File: src/rtl/filter_channel_scheduler.sv
// -----------------------------------------------------------------------------
// filter_channel_scheduler
//   Time-shares one FIR filter between the left and right audio channels.
//   A stereo pair is popped from the codec input FIFO. The left sample is fed
//   to the filter, and its result is collected after FILT_LAT cycles. The
//   right sample is then handled the same way. Finally the filtered pair is
//   pushed to the codec output FIFO. In bypass mode the pair skips the filter
//   and goes straight to the output stage.
//
// Ports
//   CLOCK_50      system clock, rising edge
//   reset         asynchronous active-low reset
//   bypass        route the pair around the filter (sampled at capture)
//   clr_overrun   synchronous clear of the sticky overrun flag
//   read_ready    input FIFO holds a stereo pair
//   left_in       codec left sample
//   right_in      codec right sample
//   read          one-cycle pop strobe to the input FIFO (registered)
//   write_ready   output FIFO can accept a pair
//   write         push strobe to the output FIFO (combinational)
//   left_out      filtered left sample, held until the next capture
//   right_out     filtered right sample, held until the next capture
//   filt_in       sample presented to the filter
//   filt_sel      filter bank select, 0 = left, 1 = right
//   filt_en       one-cycle advance strobe to the filter
//   filt_out      filter result
//   busy          high whenever the sequencer is not idle
//   sample_count  number of pairs written (wrapping)
//   overrun       sticky: a pair was dropped because the output stalled
// -----------------------------------------------------------------------------
module filter_channel_scheduler #(
  parameter int DATA_W    = 24,
  parameter int FILT_LAT  = 2,
  parameter int STALL_MAX = 1024,
  parameter int CNT_W     = 16
) (
  input  logic              CLOCK_50,
  input  logic              reset,
  input  logic              bypass,
  input  logic              clr_overrun,
  input  logic              read_ready,
  input  logic [DATA_W-1:0] left_in,
  input  logic [DATA_W-1:0] right_in,
  output logic              read,
  input  logic              write_ready,
  output logic              write,
  output logic [DATA_W-1:0] left_out,
  output logic [DATA_W-1:0] right_out,
  output logic [DATA_W-1:0] filt_in,
  output logic              filt_sel,
  output logic              filt_en,
  input  logic [DATA_W-1:0] filt_out,
  output logic              busy,
  output logic [CNT_W-1:0]  sample_count,
  output logic              overrun
);

  localparam int WAIT_W  = (FILT_LAT  > 1) ? $clog2(FILT_LAT)  : 1;
  localparam int STALL_W = (STALL_MAX > 1) ? $clog2(STALL_MAX) : 1;
  localparam logic [WAIT_W-1:0]  WAIT_LAST  = WAIT_W'(FILT_LAT - 1);
  localparam logic [STALL_W-1:0] STALL_LAST = STALL_W'(STALL_MAX - 1);

  typedef enum logic [2:0] {
    S_IDLE,
    S_FEED_L,
    S_WAIT_L,
    S_FEED_R,
    S_WAIT_R,
    S_OUT
  } state_t;

  state_t              r_state;
  logic [WAIT_W-1:0]   r_wait;
  logic [STALL_W-1:0]  r_stall;
  logic [DATA_W-1:0]   r_right;
  logic                w_capture;

  assign w_capture = (r_state == S_IDLE) && read_ready;

  // Hold the right sample until its turn at the filter. The left sample needs
  // no separate latch because it is loaded into filt_in at capture.
  always_ff @(posedge CLOCK_50) begin
    if (w_capture) r_right <= right_in;
  end

  always_ff @(posedge CLOCK_50 or negedge reset) begin
    if (!reset) begin
      r_state      <= S_IDLE;
      r_wait       <= '0;
      r_stall      <= '0;
      read         <= 1'b0;
      filt_en      <= 1'b0;
      filt_sel     <= 1'b0;
      filt_in      <= '0;
      left_out     <= '0;
      right_out    <= '0;
      sample_count <= '0;
      overrun      <= 1'b0;
    end else begin
      read    <= 1'b0;
      filt_en <= 1'b0;
      // A drop in OUT below re-sets overrun, so a same-cycle set wins.
      if (clr_overrun) overrun <= 1'b0;
      case (r_state)
        S_IDLE: begin
          if (read_ready) begin
            read    <= 1'b1;
            r_stall <= '0;
            if (bypass) begin
              left_out  <= left_in;
              right_out <= right_in;
              r_state   <= S_OUT;
            end else begin
              filt_in  <= left_in;
              filt_sel <= 1'b0;
              filt_en  <= 1'b1;
              r_state  <= S_FEED_L;
            end
          end
        end
        S_FEED_L: begin
          r_wait  <= '0;
          r_state <= S_WAIT_L;
        end
        S_WAIT_L: begin
          if (r_wait == WAIT_LAST) begin
            // The filter result for the left sample is valid in this cycle.
            left_out <= filt_out;
            filt_in  <= r_right;
            filt_sel <= 1'b1;
            filt_en  <= 1'b1;
            r_state  <= S_FEED_R;
          end else begin
            r_wait <= r_wait + 1'b1;
          end
        end
        S_FEED_R: begin
          r_wait  <= '0;
          r_state <= S_WAIT_R;
        end
        S_WAIT_R: begin
          if (r_wait == WAIT_LAST) begin
            right_out <= filt_out;
            filt_sel  <= 1'b0;
            r_state   <= S_OUT;
          end else begin
            r_wait <= r_wait + 1'b1;
          end
        end
        S_OUT: begin
          if (write_ready) begin
            sample_count <= sample_count + 1'b1;
            r_state      <= S_IDLE;
          end else if (r_stall == STALL_LAST) begin
            // The output FIFO has stalled too long, so drop the pair.
            overrun <= 1'b1;
            r_state <= S_IDLE;
          end else begin
            r_stall <= r_stall + 1'b1;
          end
        end
        default: r_state <= S_IDLE;
      endcase
    end
  end

  assign write = (r_state == S_OUT) && write_ready;
  assign busy  = (r_state != S_IDLE);

endmodule
File: config.mk
export PLATFORM = sky130hd
export DESIGN_NAME = filter_channel_scheduler
export DESIGN_NICKNAME = d
export VERILOG_FILES = /design/src/rtl/filter_channel_scheduler.sv
export SDC_FILE = /design/constraint.sdc
export NUM_CORES = 1
export LEC_CHECK = 0
export BUFFER_PORTS_ARGS = -buffer_cell sky130_fd_sc_hd__buf_2
export CORE_ASPECT_RATIO = 0.5
export CORE_MARGIN = 2
export CORE_UTILIZATION = 30
export DETAILED_ROUTE_END_ITERATION = 10
export GPL_TIMING_DRIVEN = 0
export MAX_ROUTING_LAYER = met4
export PLACE_DENSITY = 0.52
export SLEW_MARGIN = 40
export SYNTH_ARGS = -nofsm -noshare
export SYNTH_HDL_FRONTEND = slang
export SYNTH_SLANG_ARGS = --single-unit
File: constraint.sdc
create_clock -name CLOCK_50 -period 2.5 [get_ports CLOCK_50]
set_input_delay 0.25 -clock CLOCK_50 [delete_from_list [all_inputs] [get_ports CLOCK_50]]
set_output_delay 0.25 -clock CLOCK_50 [all_outputs]
set_load 0.01 [all_outputs]
==> flow_summary.toml, run 1 <==
[timing]
slew_headroom = 0.4848
post-route-period-util = 0.9207
final_hold_viol_count = 0
grt_setup_unrepaired = "no"
fin_worst_skew_ns = 0.008022
finalCriticalPeriod_ns = 2.302
setup_viol_count_final = 0
hold_ws_ns = 0.03089
clock.fmax_ghz = 0.4345
fin_ws_ns = 0.1984
drv_slew = 0
worstMarginPinSlew_ns = 0.7728

[synthesis]
synthesis.nets = 616
synth_area_um2 = 5645
yosys_warnings = 0
synth_cell_types = 47
synth-seq-cells = 130
synthCells = 536
ys_async_sr_fraction = 0.8154
ys_dominant_reg_cell = "dfrtp_1"
yosysSeqAreaShare = 0.5975
avgSynthCellArea_um2 = 10.53
synth_edf_count = 24

[worst_setup_path]
crit_path_end = "left_out[9]"
cp.arrival_ns = 2.58
crit_path_start_kind = "flip-flop"
reg2reg_to = "left_out[9]"
reg2reg_slack_ns = 0.20
r2r_start = "r_state[2]"
cp.required_ns = 2.78
path_cells = "buf_2 -> nor3b_2 -> clkbuf_1 -> nor2b_1 -> a21oi_1 -> a21oi_1"
endpoint_kind = "flip-flop"
cp_slowest_cell = "nor3b_2"
startpoint = "r_state[2]"
path_max_fanout = 10
crit_type = "flip-flop to flip-flop"
slowest_delay_ns = 0.61
timing.critical_path.mode_cell = "a21oi_1"
r2r_cells = 6

[clock_network]
clockRootBuffer = "clkbuf_16"
insertion_delay_ns = 0.41
clock-sinks = 130
post_cts_buffers = 0
clock_path_buffers = 2
clkTransAtPathRegs_ns = 0.06
cts_resized = 0
htree_levels = 4
cts_hold_buf = 1
cts_tree = "done"
cts_buffers = 17

[hold_path]
worstHoldPathType = "input pin to flip-flop"

[finish]
drive_above_1_share = 0.3122
syn2layout_area_growth_pct = 34.04
final_cell_mix = "buf_2, dfrtp_1, a21oi_1, nor2_1, nand2_1"
fin_nets = 810
num_antenna_cells = 0
fin_util = 0.4105
final_common_cell = "buf_2"

[power]
switching_share = 0.3691
p_clk_frac = 0.288
internal_power_uw = 6015
power_uw = 9534
p_per_area_nw_per_um2 = 1260
ir_drop_mv = 0.5960
pwr-share-comb = 0.360
p_leak_uw = 0.003426
switchingPower_uw = 3518
pwr-share-seq = 0.352

[routing]
vias = 4738
drt_iter0_drc = 213
wl_per_cell_um = 17.37
ant_nets = 0
drc = 0
via_per_inst = 4.729
drtPass1Iterations = 4
drt_wl_total_mm = 17.41

[floorplanning]
num_rows = 35
die_y_um = 101
num_io_pins = 172
core-area_um2 = 18440
die_x_um = 198
die_area_um2 = 20000
start_util = 0.3062

[global_route]
antenna_found_initial = 0
grt_max_degree = 63
use_met2 = 0.2950
grt_pass1_wl_mm = 27.21
grt-busiest-layer = "met2"
grt-ovfl-total = 0
grt_pass1_vias = 4781
track_usage = 0.1884
met3_usage = 0.03413
grt_util_met1 = 0.2538

[placed_design]
dp.final_hpwl_mm = 12.53
port_buffers = 171
dp_slack_ns = 0.1845
globalplace.congestion = 0.7909

[flow_run]
maxCapViolCount = 0

[outcome]
status = "finished clean"
state kept, by name (all words and copies together), names as in the netlist:
register      cells
read              1
r_right          24
left_out         24
filt_in          24
r_state           3
filt_sel          1
overrun           1
r_wait            1
sample_count     16
filt_en           1
r_stall          10
right_out        24
cells by family after synthesis:
group | Yosys count | synth area share
mux | 25 | 0.04455
buf+inv | 38 | 0.03191
fa+ha+maj | 2 | 0.004432
compound gates | 150 | 0.1414
flops | 130 | 0.5975
xor+xnor | 17 | 0.02637
simple gates | 174 | 0.1538
power by group through the flow:
stage	sequential [uW]	combinational [uW]	clock, uW
after floorplan	3640	1680	0
final	3360	3430	2750
after CTS	3360	3490	2810
after detailed placement	3390	3490	0
after global placement	3370	3390	0
after global routing	3460	3870	2910
final cells by class:
class	instances	area, um2
Clock inverter	13	211.5
Tap cell	259	324.1
Sequential cell	130	3373
Fill cell	1865	10870
Buffer	32	157.7
Multi-Input combinational cell	368	2100
Inverter	6	22.52
Clock buffer	19	432.9
Timing Repair Buffer	175	945.9
critical path: cells and delay by family, from the launching register on:
kind,cells,cell delay [ns]
buffers and inverters,2,0.73
AND/OR/NAND/NOR,2,0.74
AO/OA/AOI/OAI,2,0.30
flip-flops,1,0.39
cell usage after synthesis (5+ instances only):
cell type / n / share of area
clkbuf_1: 9 / 0.0060
nor2_1: 58 / 0.039
nand4_1: 8 / 0.0089
xnor2_1: 12 / 0.019
a21oi_1: 101 / 0.090
inv_1: 6 / 0.0040
nor2b_1: 25 / 0.028
o21ai_1: 9 / 0.0080
nand2_1: 40 / 0.027
nand3b_1: 7 / 0.0093
nor3_1: 6 / 0.0053
o21ai_0: 21 / 0.019
nand3_1: 10 / 0.0089
a31oi_1: 5 / 0.0055
xor2_1: 5 / 0.0078
edfxtp_1: 24 / 0.13
buf_2: 18 / 0.016
dfrtp_1: 106 / 0.47
mux2i_1: 24 / 0.043
layer usage:
| metal | wire length (um) | up-vias |
|---|---|---|
| li1 | - | 2277 |
| met1 | 8246 | 2342 |
| met3 | 694 | 11 |
| met5 | 0 | - |
| met4 | 129 | 0 |
| met2 | 8339 | 108 |
worst min path at each step:
stage / endpoint / slack, ns / startpoint / cells after the start
2_1_floorplan: filt_en / -0.05 / reset / 0
4_1_cts: r_right[0] / 0.009 / right_in[0] / 1
5_1_grt: r_right[14] / 0.006 / right_in[14] / 1
3_3_place_gp: r_right[23] / 0.44 / right_in[23] / 1
3_5_place_dp: r_stall[2] / 0.19 / reset / 1
6_report: r_right[13] / 0.03 / right_in[13] / 1
per-stage QoR:
stage          cell area, um2  std cells  setup TNS (ns)
4_1_cts                  7567       1002               0
5_1_grt                  7567       1002               0
2_1_floorplan            5648        536               0
6_report                 7567       1002               0
3_5_place_dp             6913        969               0
3_3_place_gp             6828        966          -36.58
No activity file was read; power rests on OpenSTA's default activity.
==> run 2, diff against run 1 <==
--- a/config.mk
+++ b/config.mk
@@ -13,6 +13,7 @@
 export GPL_TIMING_DRIVEN = 0
 export MAX_ROUTING_LAYER = met4
 export PLACE_DENSITY = 0.52
+export REMOVE_ABC_BUFFERS = 1
 export SLEW_MARGIN = 40
 export SYNTH_ARGS = -nofsm -noshare
 export SYNTH_HDL_FRONTEND = slang
==> run 2 against run 1 <==
Effect of this change:
- core utilization about the same
- largest cell class unchanged
- first-iteration DRC count up 3.3%
- sequential cell count unchanged
==> flow_summary.toml, run 2 (synthesized netlist as in run 1, its figures left out) <==
[hold_path]
hold_depth = 1
worstHoldPathType = "input pin to flip-flop"
min-delay-start = "right_in[22]"

[routing]
via_per_inst = 4.553
vias = 4498
drt_iter0_drc = 220
drtPass1Iterations = 4
drt_wl_total_mm = 14.91
wl_per_cell_um = 15.09
drc = 0
ant_nets = 0

[finish]
final_cell_mix = "buf_2, dfrtp_1, a21oi_1, nor2_1, nand2_1"
syn2layout_area_growth_pct = 33.93
fin_cells = 988
fin_nets = 796
drive_above_1_share = 0.3224
final_common_cell = "buf_2"
num_antenna_cells = 0
fin_util = 0.4101

[floorplanning]
die_x_um = 198
die_area_um2 = 20000
die_y_um = 101
core-area_um2 = 18440
num_io_pins = 172
num_rows = 35
start_util = 0.3062

[timing]
fin_worst_skew_ns = 0.008421
worstMarginPinSlew_ns = 0.6323
setup_viol_count_final = 0
final_hold_viol_count = 0
slew_headroom = 0.5785
post-route-period-util = 0.8813
fin_tns_setup_ns = 0
fin_ws_ns = 0.2967
finalCriticalPeriod_ns = 2.203
clock.fmax_ghz = 0.4539
drv_slew = 0
grt_setup_unrepaired = "no"

[worst_setup_path]
cp.arrival_ns = 2.49
endpoint_kind = "flip-flop"
path_depth = 6
path_max_fanout = 18
cp_slowest_cell = "dfrtp_1"
crit_type = "flip-flop to flip-flop"
r2r_cells = 6
path_buf_inv = 3
crit_path_start_kind = "flip-flop"
r2r_start = "r_state[1]"
startpoint = "r_state[1]"
cp.required_ns = 2.79
cpLargestDelayFamily = "buffers and inverters"
timing.critical_path.mode_cell = "buf_2"
path_cells = "nor3b_4 -> buf_2 -> buf_2 -> buf_2 -> mux2i_1 -> a21oi_1"
slowest_delay_ns = 0.61

[clock_network]
clockRootBuffer = "clkbuf_16"
insertion_delay_ns = 0.41
clkTransAtPathRegs_ns = 0.06
clock_path_buffers = 2
htree_levels = 4
cts_tree = "done"
clock-sinks = 130
cts_buffers = 17

[placed_design]
dp_slack_ns = -0.02313
port_buffers = 171
dp.final_hpwl_mm = 10.89
dp.cells = 955
globalplace.congestion = 0.7567

[global_route]
grt_max_degree = 66
grt-ovfl-total = 0
track_usage = 0.1603
antenna_found_initial = 0
grt_pass1_wl_mm = 23.83
grt_pass1_vias = 4469

[power]
p_per_area_nw_per_um2 = 1215
p_leak_uw = 0.003387
ir_drop_mv = 0.5485

[flow_run]
maxCapViolCount = 0

[outcome]
status = "finished clean"
[run 2: routing by layer]
layer	GRT usage	vias to the layer above	share of wire
li1	-	2254	-
met1	0.2002	2176	0.46
met2	0.2646	54	0.50
met3	0.04115	14	0.027
met4	0.03412	0	0.010
met5	-	-	0
[run 2: worst reg2reg max path: stages (launching register included)]
cell	delay, ns
dfrtp_1	0.61
nor3b_4	0.45
buf_2	0.26
buf_2	0.23
buf_2	0.25
mux2i_1	0.20
a21oi_1	0.08
[run 2: what timing repair did]
item | CTS | global route
hold buffers | 1 | 0
setup endpoints to repair | 5 | 6
cloned | 0 | 0
resized for setup | 1 | 2
setup buffers | 0 | 0
endpoints found under the hold margin | 64 | 0
[run 2: cell type report]
class	instances	area (um2)
inverters	6	22.52
repair buffers	193	1102
clock buffers	23	488.0
flip-flops and latches	130	3376
clock inverters	9	105.1
fillers	1818	10880
multi-input cells	368	2143
well taps	259	324.1
[run 2: power breakdown]
part,switching [uW],internal [uW],leakage [uW]
Clock,923,1570,0.000281
Combinational,1880,1370,0.00161
Sequential,499,2940,0.00149
Total,3310,5880,0.00339
[run 2: worst paths after layout]
| kind | endpoint | slack (ns) |
|---|---|---|
| min in group asynchronous | overrun | 0.37 |
| worst min-delay path | r_right[22] | 0.03 |
| worst min register to register | sample_count[15] | 0.47 |
| max in group asynchronous | left_out[21] | 1.53 |
| worst max register to register | right_out[17] | 0.30 |
| worst max-delay path | right_out[17] | 0.30 |
[run 2: stage by stage]
step	cell area (um2)	power (uW)	hold slack [ns]
after floorplan	5488	5228	-0.04559
after global placement	6668	6535	0.4445
after detailed placement	6949	6786	0.2459
after CTS	7553	9321	0.01309
after global routing	7561	9899	0.002816
final	7561	9188	0.03269
